**src/rtl/cpu_pkg.sv**
```systemverilog
// rtl/cpu_pkg.sv - shared CPU datapath widths and architectural register names
package cpu_pkg;

   // Register file geometry
   localparam int REG_ADDR_W = 5;
   localparam int DATA_W     = 32;
   localparam int NUM_REGS   = 2 ** REG_ADDR_W;

   typedef logic [REG_ADDR_W-1:0] reg_addr_t;
   typedef logic [DATA_W-1:0]     reg_data_t;

   // r0 is architecturally hardwired to zero
   localparam reg_addr_t REG_ZERO = 5'd0;

   // Named registers used by decode for implicit operands
   localparam reg_addr_t REG_AT = 5'd1;
   localparam reg_addr_t REG_V0 = 5'd2;
   localparam reg_addr_t REG_GP = 5'd28;
   localparam reg_addr_t REG_SP = 5'd29;
   localparam reg_addr_t REG_FP = 5'd30;
   localparam reg_addr_t REG_RA = 5'd31;

endpackage

```
**src/rtl/register_file.sv**
```systemverilog
// rtl/register_file.sv - 2-read/1-write register file with hardwired r0 and optional write forwarding
module register_file
   import cpu_pkg::*;
#(
   parameter int DATA_WIDTH   = DATA_W,
   parameter int ADDR_WIDTH   = REG_ADDR_W,
   parameter bit WRITE_BYPASS = 1'b1
) (
   input  logic                  clock,
   input  logic                  reset_n,
   input  logic                  we,
   input  logic [ADDR_WIDTH-1:0] rs,
   input  logic [ADDR_WIDTH-1:0] rt,
   input  logic [ADDR_WIDTH-1:0] rd,
   input  logic [DATA_WIDTH-1:0] input_data,
   output logic [DATA_WIDTH-1:0] output_data_A,
   output logic [DATA_WIDTH-1:0] output_data_B
);

   localparam int DEPTH = 2 ** ADDR_WIDTH;

   logic [DATA_WIDTH-1:0] regs [DEPTH];
   logic                  write_hit;

   // A write only takes effect outside reset and never to r0; the same
   // qualifier gates forwarding so a lost write is never seen on a read port.
   assign write_hit = reset_n && we && (rd != '0);

   // Storage: reset clears every entry and wins over a coincident write
   always_ff @(posedge clock) begin
      if (!reset_n) begin
         for (int i = 0; i < DEPTH; i++) begin
            regs[i] <= '0;
         end
      end else if (write_hit) begin
         regs[rd] <= input_data;
      end
   end

   // Shared read-port logic: r0 masks to zero, then forwarding, then the array
   function automatic logic [DATA_WIDTH-1:0] read_port(
      input logic [ADDR_WIDTH-1:0] addr,
      input logic                  hit,
      input logic [ADDR_WIDTH-1:0] waddr,
      input logic [DATA_WIDTH-1:0] wdata,
      input logic [DATA_WIDTH-1:0] stored
   );
      if (addr == '0) begin
         return '0;
      end
      if (WRITE_BYPASS && hit && (addr == waddr)) begin
         return wdata;
      end
      return stored;
   endfunction

   // Read port A (rs)
   always_comb begin
      output_data_A = read_port(rs, write_hit, rd, input_data, regs[rs]);
   end

   // Read port B (rt)
   always_comb begin
      output_data_B = read_port(rt, write_hit, rd, input_data, regs[rt]);
   end

endmodule

```
**config.mk**
```make
export PLATFORM = sky130hd
export DESIGN_NAME = register_file
export DESIGN_NICKNAME = d
export VERILOG_FILES = /design/src/rtl/cpu_pkg.sv /design/src/rtl/register_file.sv
export SDC_FILE = /design/constraint.sdc
export NUM_CORES = 2
export LEC_CHECK = 0
export ABC_AREA = 1
export CAP_MARGIN = 0
export CORE_ASPECT_RATIO = 0.6
export CORE_UTILIZATION = 35
export CTS_CLUSTER_DIAMETER = 50
export DETAILED_ROUTE_END_ITERATION = 16
export HOLD_SLACK_MARGIN = 0.15
export PLACE_DENSITY = 0.52
export SETUP_SLACK_MARGIN = 0.4
export SLEW_MARGIN = 25
export SYNTH_ARGS = -nofsm -noshare
export SYNTH_HDL_FRONTEND = slang
export SYNTH_SLANG_ARGS = --single-unit
export TNS_END_PERCENT = 30
```
**constraint.sdc**
```tcl
create_clock -name clock -period 6.67 [get_ports clock]
set_input_delay 1.334 -clock clock [delete_from_list [all_inputs] [get_ports clock]]
set_output_delay 1.334 -clock clock [all_outputs]
set_load 0.02 [all_outputs]
```
== Yosys cells after proc, flatten, opt, wreduce, memory -nomap -nowiden ==
Memory sizes are Yosys's and may differ from the RTL's.
Index checks and enable logic that the tools add are counted.
Operators by class
  equal/unequal tests: 2
  multiplexer cells: 21
  reductions and logical operators: 8
Operator list (count)
  $mux W32: 9
  $reduce_or A32 Y1: 1
  $mux W1: 11
  $eq A5 B5 Y1: 2
  $logic_not A5 Y1: 2
  $mux W5: 1
  $reduce_bool A5 Y1: 1
  $logic_and A1 B1 Y1: 4
Word-level totals
  flip-flop bits (word level): 0
  RAM bits: 1024
  output and inout bits: 64
  memories: 1
  input port bits: 50
Memories
  regs: words 32, bits a word 32, read ports 2, clocked after Yosys merged registers in 0, write ports 32, RTL line register_file.sv:22  | logic [DATA_WIDTH-1:0] regs [DEPTH];

== Logic depth before layout (Yosys ltp) ==
  depth in word-level cells: 7
  gate-level depth with buffers: 13
  mapped depth without buffers: 11

== Worst setup path after synthesis ==
OpenSTA, ideal clock, no wires.
  kind: input to output
  start point: in rd[3]
  end point: out output_data_B[0]
  cell stages on the path: 7
  data arrival time: 2732 ps
  buffers on the path: 3
  path slack: 2604 ps
  path through: buf_2 xor2_1 nor3_4 nand2_2 buf_6 buf_6 a21oi_1
On the way
  longest elaborated chain between the ends: 7
  elaborated cells on any way between the ends: 9
  classes of those cells: eq/ne: 1; mux: 5; reduce/logical: 3
Ends and longest elaborated chain
  from (decl): RTL line register_file.sv:14  | input logic [ADDR_WIDTH-1:0] rd,
  $reduce_bool A5 Y1: RTL line register_file.sv:27  | assign write_hit = reset_n && we && (rd != '0);
  $logic_and A1 B1 Y1: RTL line register_file.sv:27
  $logic_and A1 B1 Y1 (*): RTL line register_file.sv:51  | if (WRITE_BYPASS && hit && (addr == waddr)) begin
  $mux W1 (2 in a row): RTL line register_file.sv:51
  $mux W32 (*): RTL line register_file.sv:54  | return stored;
  $mux W32 (*): RTL line register_file.sv:51
  to (decl): RTL line register_file.sv:17  | output logic [DATA_WIDTH-1:0] output_data_B
Every way passes the cells marked *; elsewhere a longest branch is shown, timed or not. The select of a mux whose other input is x is not followed.

== Worst setup path after layout ==
  start point: in rd[4]
  end point: out output_data_A[21]
On the way
  longest elaborated chain between the ends: 7
  elaborated cells on any way between the ends: 9
  classes of those cells: eq/ne: 1; mux: 5; reduce/logical: 3
Ends and longest elaborated chain
  $reduce_bool A5 Y1: RTL line register_file.sv:27
  $logic_and A1 B1 Y1: RTL line register_file.sv:27
  $logic_and A1 B1 Y1 (*): RTL line register_file.sv:51
  $mux W1 (2 in a row): RTL line register_file.sv:51
  $mux W32 (*): RTL line register_file.sv:54
  $mux W32 (*): RTL line register_file.sv:51
  to (decl): RTL line register_file.sv:16  | output logic [DATA_WIDTH-1:0] output_data_A,
Marks and branches as above.

==> parameters.txt <==
Parameter                              Value

Global route
  Largest net degree at the start of global routing ... approximately 150
  Met1 Usage GRT ... 41.86%
  Overall Global Routing Usage ... 28.44%
  Grt met2 use ... between 40% and 50%
  Met3 Resource Use GR ... between 6 and 7%
  Global routing's busiest layer ... met1
  Via count of the first global-routing pass ... 49455
  First-pass GRT wire length ... around 350000 um
  Number of antenna violations at the first check in global routing ... 4
  Leftover overflow at the end of global routing ... 0

Power
  Total leakage power ... 27.13 nW
  Power Dens Cells ... ~250 nW/um^2
  Peak VDD IR ... 196.8 uV

STA
  Number of max-slew violations in the final report ... 0
  Final period demand of the worst path ... between 6 and 7 ns
  Headroom to the max-slew limit ... between 20% and 30%
  Setup TNS Final ... 0 ns
  Final setup violation count ... 0
  Setup repair after global routing missed its margin ... false
  Worst-Margin Slew ... roughly 1.1 ns
  Final Hold Viols ... 0
  Max Fclk ... between 0.15 and 0.2 GHz
  Share of the clock period used by the worst path ... ~92%

Routing
  Number of search-and-repair iterations in the first detailed-routing pass ... 8
  Iteration-0 DRC Markers ... 8249
  Avg Vias per Cell ... between 5 and 6
  Post-route DRC violation count ... 0
  Number of nets still failing antenna checks after routing ... 0
  Routed wire length per instance ... 25.76 um
  DR vias ... around 54000
  Final wirelength ... 245800 um

Logic synthesis
  Share of the yosys chip area belonging to registers ... 52.47%
  Number of instances in the synthesized netlist ... between 7000 and 8000
  Netlist Area Pre-Place ... 58600 sq um
  Number of synthesized register bits ... 1024
  Count of cell types in the netlist ... 27
  Synthesized area per cell ... 7.869 sq um
  Synth warn ... 0

Critical path
  Buffer and inverter count on the worst path ... 3
  Classification of the worst setup path ... in2out
  Ordered cell list for the critical path ... clkdlybuf4s50_1 > nor3_4 > nand2_1 > nand2_2 > inv_2 > nand2_2 > a21oi_2 > clkdlybuf4s50_1
  Startpoint type of the worst setup path ... input port
  Crit Path Max Fanout ... 21
  Crit path DAT ... between 4 and 5 ns
  Worst Path Required ... ~5.3 ns
  Critical path capture point type ... output port
  Stages on worst setup path ... 8
  Category of cells accounting for the largest share of critical-path delay ... buffers and inverters
  Highest cell delay on the worst timing path ... 0.73 ns
  Slowest library cell on the worst path ... sky130_fd_sc_hd__clkdlybuf4s50_1

Final layout
  Commonest non-fill, non-tap cells in the layout ... sky130_fd_sc_hd__nand2_1, sky130_fd_sc_hd__nor2_1, sky130_fd_sc_hd__nand3_1, sky130_fd_sc_hd__edfxtp_1, sky130_fd_sc_hd__inv_1
  Largest register FFs ... around 1000
  Top reg by flops ... regs
  Share of cells above drive strength 1 ... roughly 7%
  Number of nets in the finished design ... 7288
  Count of fill cells added during filler insertion ... 16706
  Layout overhead on the synthesized area ... 10.85%
  Leading cell type in the layout, fill and taps excluded ... sky130_fd_sc_hd__nand2_1
  Registers with the highest flip-flop counts ... regs: 1024 flops
  Finished Layout Cells ... between 9000 and 10000

CTS
  TritonCTS clock tree ... done
  Post-CTS sizing ... 0
  Buffers inserted during post-CTS setup optimization ... 0
  Num CTS Buffers ... between 100 and 150
  Root buffer cell ... sky130_fd_sc_hd__clkbuf_16
  Count of hold-fix buffers inserted at cts ... 0
  Sink count of the clock tree ... just over 1000
  Clock transition at the registers of the reported paths ... 0.06 ns
  Total number of H-tree levels ... 3
  Number of buffers on the longest clock path ... 3

Floorplan
  Die height ... approximately 320 um
  Site row count ... around 120
  Initial Utilization ... between 30% and 40%
  Num ports ... 114
  Die Span X ... 530.3 um
  Core Region ... between 150000 and 200000 sq um
  Die Footprint ... roughly 170000 sq um

Placement
  Number of placed cells counting well taps ... 9355
  RD Place Congestion ... roughly 0.88
  Total of buffers placed on input and output ports ... ~110
  Placed wire-length estimate after detailed placement ... about 140000 um

Hold path
  HP Class ... in2reg
  Number of cells traversed by the worst hold path ... 4

Flow run
  Max cap viols ... 0

Run status
  Status ... finished, final reports clean
## tightest hold or removal path, cell delays in order
cell	delay (ns)
sky130_fd_sc_hd__clkdlybuf4s50_1	0.46
sky130_fd_sc_hd__inv_1	0.06
sky130_fd_sc_hd__buf_4	0.19
sky130_fd_sc_hd__nor2_1	0.10
## per-layer routing
layer | part of all wire [%] | wire [um] | vias to the layer above
met5 | 0.053 | 130 | -
met4 | 3.4 | 8356 | 8
met3 | 12 | 30100 | 447
met2 | 41 | 101300 | 3572
met1 | 43 | 105900 | 25807
li1 | - | - | 23949
## worst paths after layout
kind,from,end,slack [ns]
hold / removal,input_data[21],regs[15][21],1.54
setup / recovery,rd[4],output_data_A[21],0.51
## area by class of cell
class	count	area, sq um	area share, %
flip-flops and latches	1024	30750	47.33
multi-input cells	5181	22840	35.15
repair buffers	297	2828	4.353
clock buffers	124	2784	4.285
well taps	2223	2781	4.282
inverters	630	2396	3.688
clock inverters	61	583.1	0.8975
diodes	2	5.005	0.007704
## Yosys cell counts
master / n / area share [%]
sky130_fd_sc_hd__inv_4: 1 / 0.011
sky130_fd_sc_hd__nand2_2: 2 / 0.021
sky130_fd_sc_hd__xnor2_1: 6 / 0.090
sky130_fd_sc_hd__o21ai_0: 347 / 3.0
sky130_fd_sc_hd__a21oi_1: 259 / 2.2
sky130_fd_sc_hd__nor3_4: 3 / 0.083
sky130_fd_sc_hd__conb_1: 1 / 0.0064
sky130_fd_sc_hd__nand4_2: 2 / 0.043
sky130_fd_sc_hd__o211ai_1: 203 / 2.6
sky130_fd_sc_hd__buf_2: 307 / 2.6
sky130_fd_sc_hd__clkinv_1: 1 / 0.0064
sky130_fd_sc_hd__nor2_1: 1366 / 8.7
sky130_fd_sc_hd__or2_2: 55 / 0.59
sky130_fd_sc_hd__buf_4: 30 / 0.38
sky130_fd_sc_hd__nand3_2: 6 / 0.10
sky130_fd_sc_hd__nor3_1: 7 / 0.060
sky130_fd_sc_hd__xor2_1: 3 / 0.045
sky130_fd_sc_hd__nor2_2: 2 / 0.021
sky130_fd_sc_hd__o21ai_1: 27 / 0.23
sky130_fd_sc_hd__inv_1: 620 / 4.0
sky130_fd_sc_hd__nand3_1: 1067 / 9.1
sky130_fd_sc_hd__inv_2: 8 / 0.051
sky130_fd_sc_hd__buf_6: 8 / 0.15
sky130_fd_sc_hd__clkbuf_1: 240 / 1.5
sky130_fd_sc_hd__buf_1: 59 / 0.38
sky130_fd_sc_hd__nand2_1: 1794 / 11
sky130_fd_sc_hd__edfxtp_1: 1024 / 52
## where the power goes
| group | total, W | internal, W | switching, W |
|---|---|---|---|
| clock | 0.00611 | 0.00339 | 0.00273 |
| combinational | 0.00244 | 0.000654 | 0.00179 |
| sequential | 0.00758 | 0.00743 | 0.000148 |
| total | 0.0161 | 0.0115 | 0.00467 |
## kinds of logic after synthesis
family	Yosys count	synth area share (%)
xor gates and xnor gates	9	0.1345
other	1	0.006399
DFF	1024	52.47
AOI/OAI and AO/OA	836	8.006
and+or+nand+nor	4304	30.27
buffers and inverters	1274	9.114
## stage by stage
stage	hold WS, ns	area (sq um)	util [%]	setup slack, ns	total power (W)
floorplan	1.585	58720	-	2.604	0.009092
global placement	2.269	61590	37.32	0.4691	0.01007
detailed placement	2.277	61590	37.32	0.4589	0.01009
CTS	1.511	64950	39.36	0.4486	0.01612
global route	1.567	64960	39.36	0.4895	0.01661
finish	1.538	64960	39.36	0.5087	0.01613
Power figures use the tool's default switching activity.
